`src/rtl/aes128_key_expansion_ctrl_if.sv`:
```
// Control, read-port and write-stream bundle for aes128_key_expansion_ctrl.
// Key and round-key buses are [0:127] with bit 0 as the most significant bit.
interface aes128_key_expansion_ctrl_if #(
   parameter int unsigned IDX_W = 4
) ();
   logic             start;
   logic             abort;
   logic [0:127]     key_in;
   logic             busy;
   logic             done;
   logic             keys_valid;
   logic [IDX_W-1:0] rk_rd_idx;
   logic [0:127]     rk_rd_data;
   logic             rk_wr_valid;
   logic [IDX_W-1:0] rk_wr_idx;
   logic [0:127]     rk_wr_data;

   modport master (
      output start, abort, key_in, rk_rd_idx,
      input  busy, done, keys_valid, rk_rd_data, rk_wr_valid, rk_wr_idx, rk_wr_data
   );

   modport slave (
      input  start, abort, key_in, rk_rd_idx,
      output busy, done, keys_valid, rk_rd_data, rk_wr_valid, rk_wr_idx, rk_wr_data
   );
endinterface

```
`src/rtl/aes128_key_expansion_ctrl.sv`:
```
// AES-128 key expansion sequencer: one round per cycle into an 11-entry round-key bank.
// Optional KEY_EXP_ZEROIZE_EN clears the bank and working key on rst or abort.
module aes128_key_expansion_ctrl #(
   parameter int unsigned NUM_ROUNDS = 10,
   parameter int unsigned IDX_W      = 4
) (
   input logic                     clk,
   input logic                     rst,
   aes128_key_expansion_ctrl_if.slave bus
);

   localparam logic [1:0] StIdle   = 2'd0;
   localparam logic [1:0] StExpand = 2'd1;
   localparam logic [1:0] StReady  = 2'd2;

   localparam logic [IDX_W-1:0] LastRound = IDX_W'(NUM_ROUNDS);

   function automatic logic [7:0] xtime(input logic [7:0] a);
      return {a[6:0], 1'b0} ^ (a[7] ? 8'h1b : 8'h00);
   endfunction

   function automatic logic [7:0] gf_mul(input logic [7:0] a, input logic [7:0] b);
      logic [7:0] p;
      logic [7:0] x;
      p = 8'h00;
      x = a;
      for (int i = 0; i < 8; i++) begin
         if (b[i]) p = p ^ x;
         x = xtime(x);
      end
      return p;
   endfunction

   // Inverse as a^254 (square-and-multiply), then the AES affine transform.
   function automatic logic [7:0] sbox(input logic [7:0] a);
      logic [7:0] sq;
      logic [7:0] inv;
      sq  = gf_mul(a, a);
      inv = sq;
      for (int i = 0; i < 6; i++) begin
         sq  = gf_mul(sq, sq);
         inv = gf_mul(inv, sq);
      end
      return inv ^ {inv[6:0], inv[7]} ^ {inv[5:0], inv[7:6]} ^ {inv[4:0], inv[7:5]} ^
             {inv[3:0], inv[7:4]} ^ 8'h63;
   endfunction

   function automatic logic [0:127] key_sched(input logic [0:127] k, input logic [7:0] rc);
      logic [31:0] w0, w1, w2, w3, t, n0, n1, n2, n3;
      w0 = k[0:31];
      w1 = k[32:63];
      w2 = k[64:95];
      w3 = k[96:127];
      t  = {sbox(w3[23:16]), sbox(w3[15:8]), sbox(w3[7:0]), sbox(w3[31:24])} ^ {rc, 24'h0};
      n0 = w0 ^ t;
      n1 = w1 ^ n0;
      n2 = w2 ^ n1;
      n3 = w3 ^ n2;
      return {n0, n1, n2, n3};
   endfunction

   logic [1:0]       state_q, state_d;
   logic [IDX_W-1:0] round_q, round_d;
   logic [7:0]       rcon_q, rcon_d;
   logic [0:127]     cur_key_q, cur_key_d;
   logic             keys_valid_q, keys_valid_d;
   logic             done_q, done_d;
   logic             wr_valid_q, wr_valid_d;
   logic [IDX_W-1:0] wr_idx_q, wr_idx_d;
   logic [0:127]     wr_data_q, wr_data_d;
   logic [0:127]     store_q [NUM_ROUNDS+1];
   logic             st_we;
   logic [IDX_W-1:0] st_idx;
   logic [0:127]     st_data;
   logic [0:127]     next_key;

   assign next_key = key_sched(cur_key_q, rcon_q);

   always_comb begin
      state_d      = state_q;
      round_d      = round_q;
      rcon_d       = rcon_q;
      cur_key_d    = cur_key_q;
      keys_valid_d = keys_valid_q;
      done_d       = 1'b0;
      wr_valid_d   = 1'b0;
      wr_idx_d     = wr_idx_q;
      wr_data_d    = wr_data_q;
      st_we        = 1'b0;
      st_idx       = '0;
      st_data      = '0;
      if (bus.abort) begin
         state_d      = StIdle;
         keys_valid_d = 1'b0;
         round_d      = '0;
         rcon_d       = 8'h01;
      end else begin
         case (state_q)
            StIdle, StReady: begin
               if (bus.start) begin
                  state_d      = StExpand;
                  cur_key_d    = bus.key_in;
                  round_d      = IDX_W'(1);
                  rcon_d       = 8'h01;
                  keys_valid_d = 1'b0;
                  st_we        = 1'b1;
                  st_data      = bus.key_in;
                  wr_valid_d   = 1'b1;
                  wr_idx_d     = '0;
                  wr_data_d    = bus.key_in;
               end
            end
            StExpand: begin
               cur_key_d  = next_key;
               rcon_d     = xtime(rcon_q);
               round_d    = round_q + IDX_W'(1);
               st_we      = 1'b1;
               st_idx     = round_q;
               st_data    = next_key;
               wr_valid_d = 1'b1;
               wr_idx_d   = round_q;
               wr_data_d  = next_key;
               if (round_q == LastRound) begin
                  state_d      = StReady;
                  done_d       = 1'b1;
                  keys_valid_d = 1'b1;
               end
            end
            default: state_d = StIdle;
         endcase
      end
   end

   always_ff @(posedge clk) begin
      if (rst) begin
         state_q      <= StIdle;
         round_q      <= '0;
         rcon_q       <= 8'h01;
         keys_valid_q <= 1'b0;
         done_q       <= 1'b0;
         wr_valid_q   <= 1'b0;
         wr_idx_q     <= '0;
         wr_data_q    <= '0;
      end else begin
         state_q      <= state_d;
         round_q      <= round_d;
         rcon_q       <= rcon_d;
         keys_valid_q <= keys_valid_d;
         done_q       <= done_d;
         wr_valid_q   <= wr_valid_d;
         wr_idx_q     <= wr_idx_d;
         wr_data_q    <= wr_data_d;
      end
   end

   // Key material lives outside the reset domain unless zeroization is built in.
   always_ff @(posedge clk) begin
`ifdef KEY_EXP_ZEROIZE_EN
      if (rst || bus.abort) begin
         cur_key_q <= '0;
         for (int unsigned i = 0; i < NUM_ROUNDS + 1; i++) store_q[i] <= '0;
      end else begin
`else
      if (!rst) begin
`endif
         cur_key_q <= cur_key_d;
         if (st_we) store_q[st_idx] <= st_data;
      end
   end

   assign bus.busy        = (state_q == StExpand);
   assign bus.done        = done_q;
   assign bus.keys_valid  = keys_valid_q;
   assign bus.rk_wr_valid = wr_valid_q;
   assign bus.rk_wr_idx   = wr_idx_q;
   assign bus.rk_wr_data  = wr_data_q;
   assign bus.rk_rd_data  = (bus.rk_rd_idx <= LastRound) ? store_q[bus.rk_rd_idx] : '0;

endmodule
```
`src/flat_wrapper.sv`:
```
// flat-port wrapper written by rule: the top's interface ports become plain ports
module aes128_key_expansion_ctrl_flat 
#(
   parameter int unsigned NUM_ROUNDS = 10,
   parameter int unsigned IDX_W      = 4
)
  (clk, rst, bus_start, bus_abort, bus_key_in, bus_rk_rd_idx, bus_busy, bus_done, bus_keys_valid, bus_rk_rd_data, bus_rk_wr_valid, bus_rk_wr_idx, bus_rk_wr_data);
  aes128_key_expansion_ctrl_if #(.IDX_W(IDX_W)) bus_i ();
  input logic clk;
  input logic rst;
  input wire logic [$bits(bus_i.start)-1:0] bus_start;
  input wire logic [$bits(bus_i.abort)-1:0] bus_abort;
  input wire logic [$bits(bus_i.key_in)-1:0] bus_key_in;
  input wire logic [$bits(bus_i.rk_rd_idx)-1:0] bus_rk_rd_idx;
  output wire logic [$bits(bus_i.busy)-1:0] bus_busy;
  output wire logic [$bits(bus_i.done)-1:0] bus_done;
  output wire logic [$bits(bus_i.keys_valid)-1:0] bus_keys_valid;
  output wire logic [$bits(bus_i.rk_rd_data)-1:0] bus_rk_rd_data;
  output wire logic [$bits(bus_i.rk_wr_valid)-1:0] bus_rk_wr_valid;
  output wire logic [$bits(bus_i.rk_wr_idx)-1:0] bus_rk_wr_idx;
  output wire logic [$bits(bus_i.rk_wr_data)-1:0] bus_rk_wr_data;
  assign bus_i.start = bus_start;
  assign bus_i.abort = bus_abort;
  assign bus_i.key_in = bus_key_in;
  assign bus_i.rk_rd_idx = bus_rk_rd_idx;
  assign bus_busy = bus_i.busy;
  assign bus_done = bus_i.done;
  assign bus_keys_valid = bus_i.keys_valid;
  assign bus_rk_rd_data = bus_i.rk_rd_data;
  assign bus_rk_wr_valid = bus_i.rk_wr_valid;
  assign bus_rk_wr_idx = bus_i.rk_wr_idx;
  assign bus_rk_wr_data = bus_i.rk_wr_data;
  aes128_key_expansion_ctrl #(.NUM_ROUNDS(NUM_ROUNDS), .IDX_W(IDX_W)) u_core (.clk(clk), .rst(rst), .bus(bus_i));
endmodule
```
`config.mk`:
```
export PLATFORM = sky130hd
export DESIGN_NAME = aes128_key_expansion_ctrl_flat
export DESIGN_NICKNAME = d
export VERILOG_FILES = /design/src/rtl/aes128_key_expansion_ctrl_if.sv /design/src/rtl/aes128_key_expansion_ctrl.sv /design/src/flat_wrapper.sv
export SDC_FILE = /design/constraint.sdc
export NUM_CORES = 2
export LEC_CHECK = 0
export CORE_MARGIN = 2
export CORE_UTILIZATION = 40
export DETAILED_ROUTE_END_ITERATION = 10
export PLACE_DENSITY = 0.62
export SLEW_MARGIN = 15
export SYNTH_ARGS = -nofsm -noshare
export SYNTH_HDL_FRONTEND = slang
export SYNTH_SLANG_ARGS = --single-unit
export TNS_END_PERCENT = 100
```
`constraint.sdc`:
```
create_clock -name clk -period 22.5 [get_ports clk]
set_input_delay 5.625 -clock clk [delete_from_list [all_inputs] [get_ports clk]]
set_output_delay 5.625 -clock clk [all_outputs]
set_load 0.05 [all_outputs]
```
==> results.sh <==
export IMPL_outcome="finished clean"
export IMPL_avgSynthCellArea_um2=10.6
export IMPL_area_delta_synth_final_pct=12.1
export IMPL_cp_end_kind="register"
export IMPL_cts_hold_buffers_added=0
export IMPL_ys_top_cells_by_count="xnor2_1 (1654), edfxtp_1 (1536), nor2_1 (1389), nand2_1 (1254), a21oi_1 (766)"
export IMPL_core_area_um2=305000
export IMPL_min_path_type="register to register"
export IMPL_drt_iter0_markers=11461
export IMPL_die_h_um=557
export IMPL_tritoncts="done"
export IMPL_drc_errors=0
export IMPL_maxCapViolations=0
export IMPL_gp_congestion=0.939
export IMPL_vias=93161
export IMPL_clock_fmax_mhz=48.0
export IMPL_synth_mux_area_share_pct=9.23
export IMPL_initial_utilization_pct=40.1
export IMPL_finalSetupTns_ns=0
export IMPL_r2r_start="u_core.cur_key_q[120]$_DFFE_PP_"
export IMPL_hold_viol=0
export IMPL_cts_root_buf="clkbuf_16"
export IMPL_clock_tree_buffer_depth=4
export IMPL_ant_nets=0
export IMPL_dr_pass1_iters=8
export IMPL_finalWorstSetupSlack_ns=1.67
export IMPL_pre_cts_ws_ns=1.64
export IMPL_synth_adder_area_share_pct=0.272
export IMPL_yosys_warnings=0
export IMPL_clock_skew_ns=0.0625
export IMPL_yosysMostFrequentCell="xnor2_1"
export IMPL_post_cts_repair_setup_buffers=0
export IMPL_synth_seq_cells=1685
export IMPL_crit_required_ns=22.99
export IMPL_grt_usage_pct=25.6
export IMPL_die_area_um2=310000
export IMPL_crit_start="u_core.cur_key_q[120]$_DFFE_PP_"
export IMPL_synth_cell_types=103
export IMPL_numCtsBuffers=167
export IMPL_cp_slowest_cell="xor2_1"
export IMPL_ys_flop_type="edfxtp_1"
export IMPL_nets=11898
export IMPL_layout_drive_gt1_share_pct=9.49
export IMPL_die_x_um=557
export IMPL_antenna_found_initial=60
export IMPL_fin_crit_sh_pct=92.6
export IMPL_cts_max_level=4
export IMPL_grt_pass1_vias=88977
export IMPL_critPathArrivalTime_ns=21.32
export IMPL_wirelength_mm=411
export IMPL_cpMostUsedCell="xnor3_1"
export IMPL_synth_nets=11741
export IMPL_tightest_slew_ns=1.28
export IMPL_synthCells=11584
export IMPL_timing_critical_path_from_type="register"
export IMPL_synth_area_top_cells="edfxtp_1 (38%), xnor2_1 (12%), xnor3_1 (7.5%)"
export IMPL_hpwl_mm=279
export IMPL_synth_top_area_share_pct=37.7
export IMPL_yosys_area_share_simple_pct=11.7
export IMPL_setup_viol=0
export IMPL_yosysTopAreaCell="edfxtp_1"
export IMPL_crit_path_max_fanout=18
export IMPL_slowest_delay_ns=1.02
export IMPL_ys_seq_area_share_pct=40.1
export IMPL_rsz0062_at_grt="false"
export IMPL_num_io_pins=400
export IMPL_insertion_delay_ns=0.82
export IMPL_slew_violations=0
export IMPL_clk_pin_slew_ns=0.07
export IMPL_wl_per_cell_um=25.7
export IMPL_synth_area_um2=122000
export IMPL_vias_per_cell=5.82
export IMPL_crit_type="register to register"
export IMPL_grt_pass1_wl_mm=599
export IMPL_numClockSinks=1685
export IMPL_post_route_min_period_ns=20.83
export IMPL_rows=203
export IMPL_port_buffers=399
export IMPL_grt_max_degree=114
export IMPL_synth_compound_area_share_pct=10.4
export IMPL_fin_util_pct=45.0
export IMPL_synthArstFlopShare_pct=0
export IMPL_synth_xor_area_share_pct=25.4
export IMPL_relSlewSlack_pct=14.1
export IMPL_hold_start="u_core.bus.rk_wr_data[124]$_SDFFE_PP0P_"
export IMPL_cts_resized=0
export IMPL_synth_top_family_by_area="XOR/XNOR gates"
export IMPL_grt_overflow=0
export IMPL_synth_edff_count=1536
## sequential cells by signal, summed over array words and instances (netlist names)
signal                  cells
u_core.rcon_q               8
u_core.store_q           1408
u_core.cur_key_q          128
u_core.state_q              2
u_core.bus.rk_wr_valid      1
u_core.bus.rk_wr_data     128
u_core.bus.rk_wr_idx        4
u_core.bus.keys_valid       1
u_core.round_q              4
u_core.bus.done             1
## final timing paths
| kind | slack [ns] | cells after the start | endpoint |
|---|---|---|---|
| setup reg to reg | 1.67 | 48 | u_core.store_q[8][9]$_DFFE_PP_ |
| hold reg to reg | 0.46 | 2 | u_core.bus.rk_wr_data[124]$_SDFFE_PP0P_ |
| hold / removal | 0.46 | 2 | u_core.bus.rk_wr_data[124]$_SDFFE_PP0P_ |
| setup / recovery | 1.67 | 48 | u_core.store_q[8][9]$_DFFE_PP_ |
## layout make-up
cell class                      count  area (um^2)
Multi-Input combinational cell   9001        70200
Sequential cell                  1685        49100
Antenna cell                       41          103
Clock buffer                      221         4580
Fill cell                       27886       168000
Timing Repair Buffer              779         6950
Clock inverter                     77          742
Tap cell                         4100         5130
Inverter                          107          404
## cells by family after synthesis
family	count (synthesis)
and+or+nand+nor	3396
xor gates and xnor gates	2696
AOI/OAI and AO/OA	2088
DFF	1685
buffers and inverters	898
muxes	793
adders and majority gates	28
## metrics by stage
stage	cell area, um^2	hold slack (ns)	instances
floorplan	122000	0.456	11584
global placement	132000	0.446	15671
detailed placement	132000	0.447	15671
CTS	137000	0.456	15969
global route	137000	0.474	16007
finish	137000	0.456	16011
## cell usage in the layout, fill, tap and decap left out, drive strengths merged, types with 394 or more instances in the layout
master	count
mux2i	482
edfxtp	1536
nand2	1254
xor2	509
nor2	1392
clkdlybuf4s50	394
o21ai	417
a21oi	766
xnor3	417
xnor2	1693
## critical path: cells and delay by family, from the launching register on
kind	cells	cell delay, ns
XOR/XNOR	33	15.41
AO/OA/AOI/OAI	4	1.15
adder cells (fa/ha/maj)	2	1.05
multiplexers	3	1.01
flip-flops	1	0.78
AND/OR/NAND/NOR	4	0.66
buffers and inverters	2	0.41
## routing by layer
layer / global-route usage (%) / up-vias / wire length [um]
met5: 0 / - / 11
met4: 15.0 / 2 / 27400
met3: 3.44 / 724 / 31000
met2: 40.7 / 4332 / 189000
met1: 33.5 / 46358 / 164000
li1: - / 41745 / -
Power is left out: the tool's default activity adds up to more than one toggle a clock period on the data nets, which glitch-free logic cannot reach.
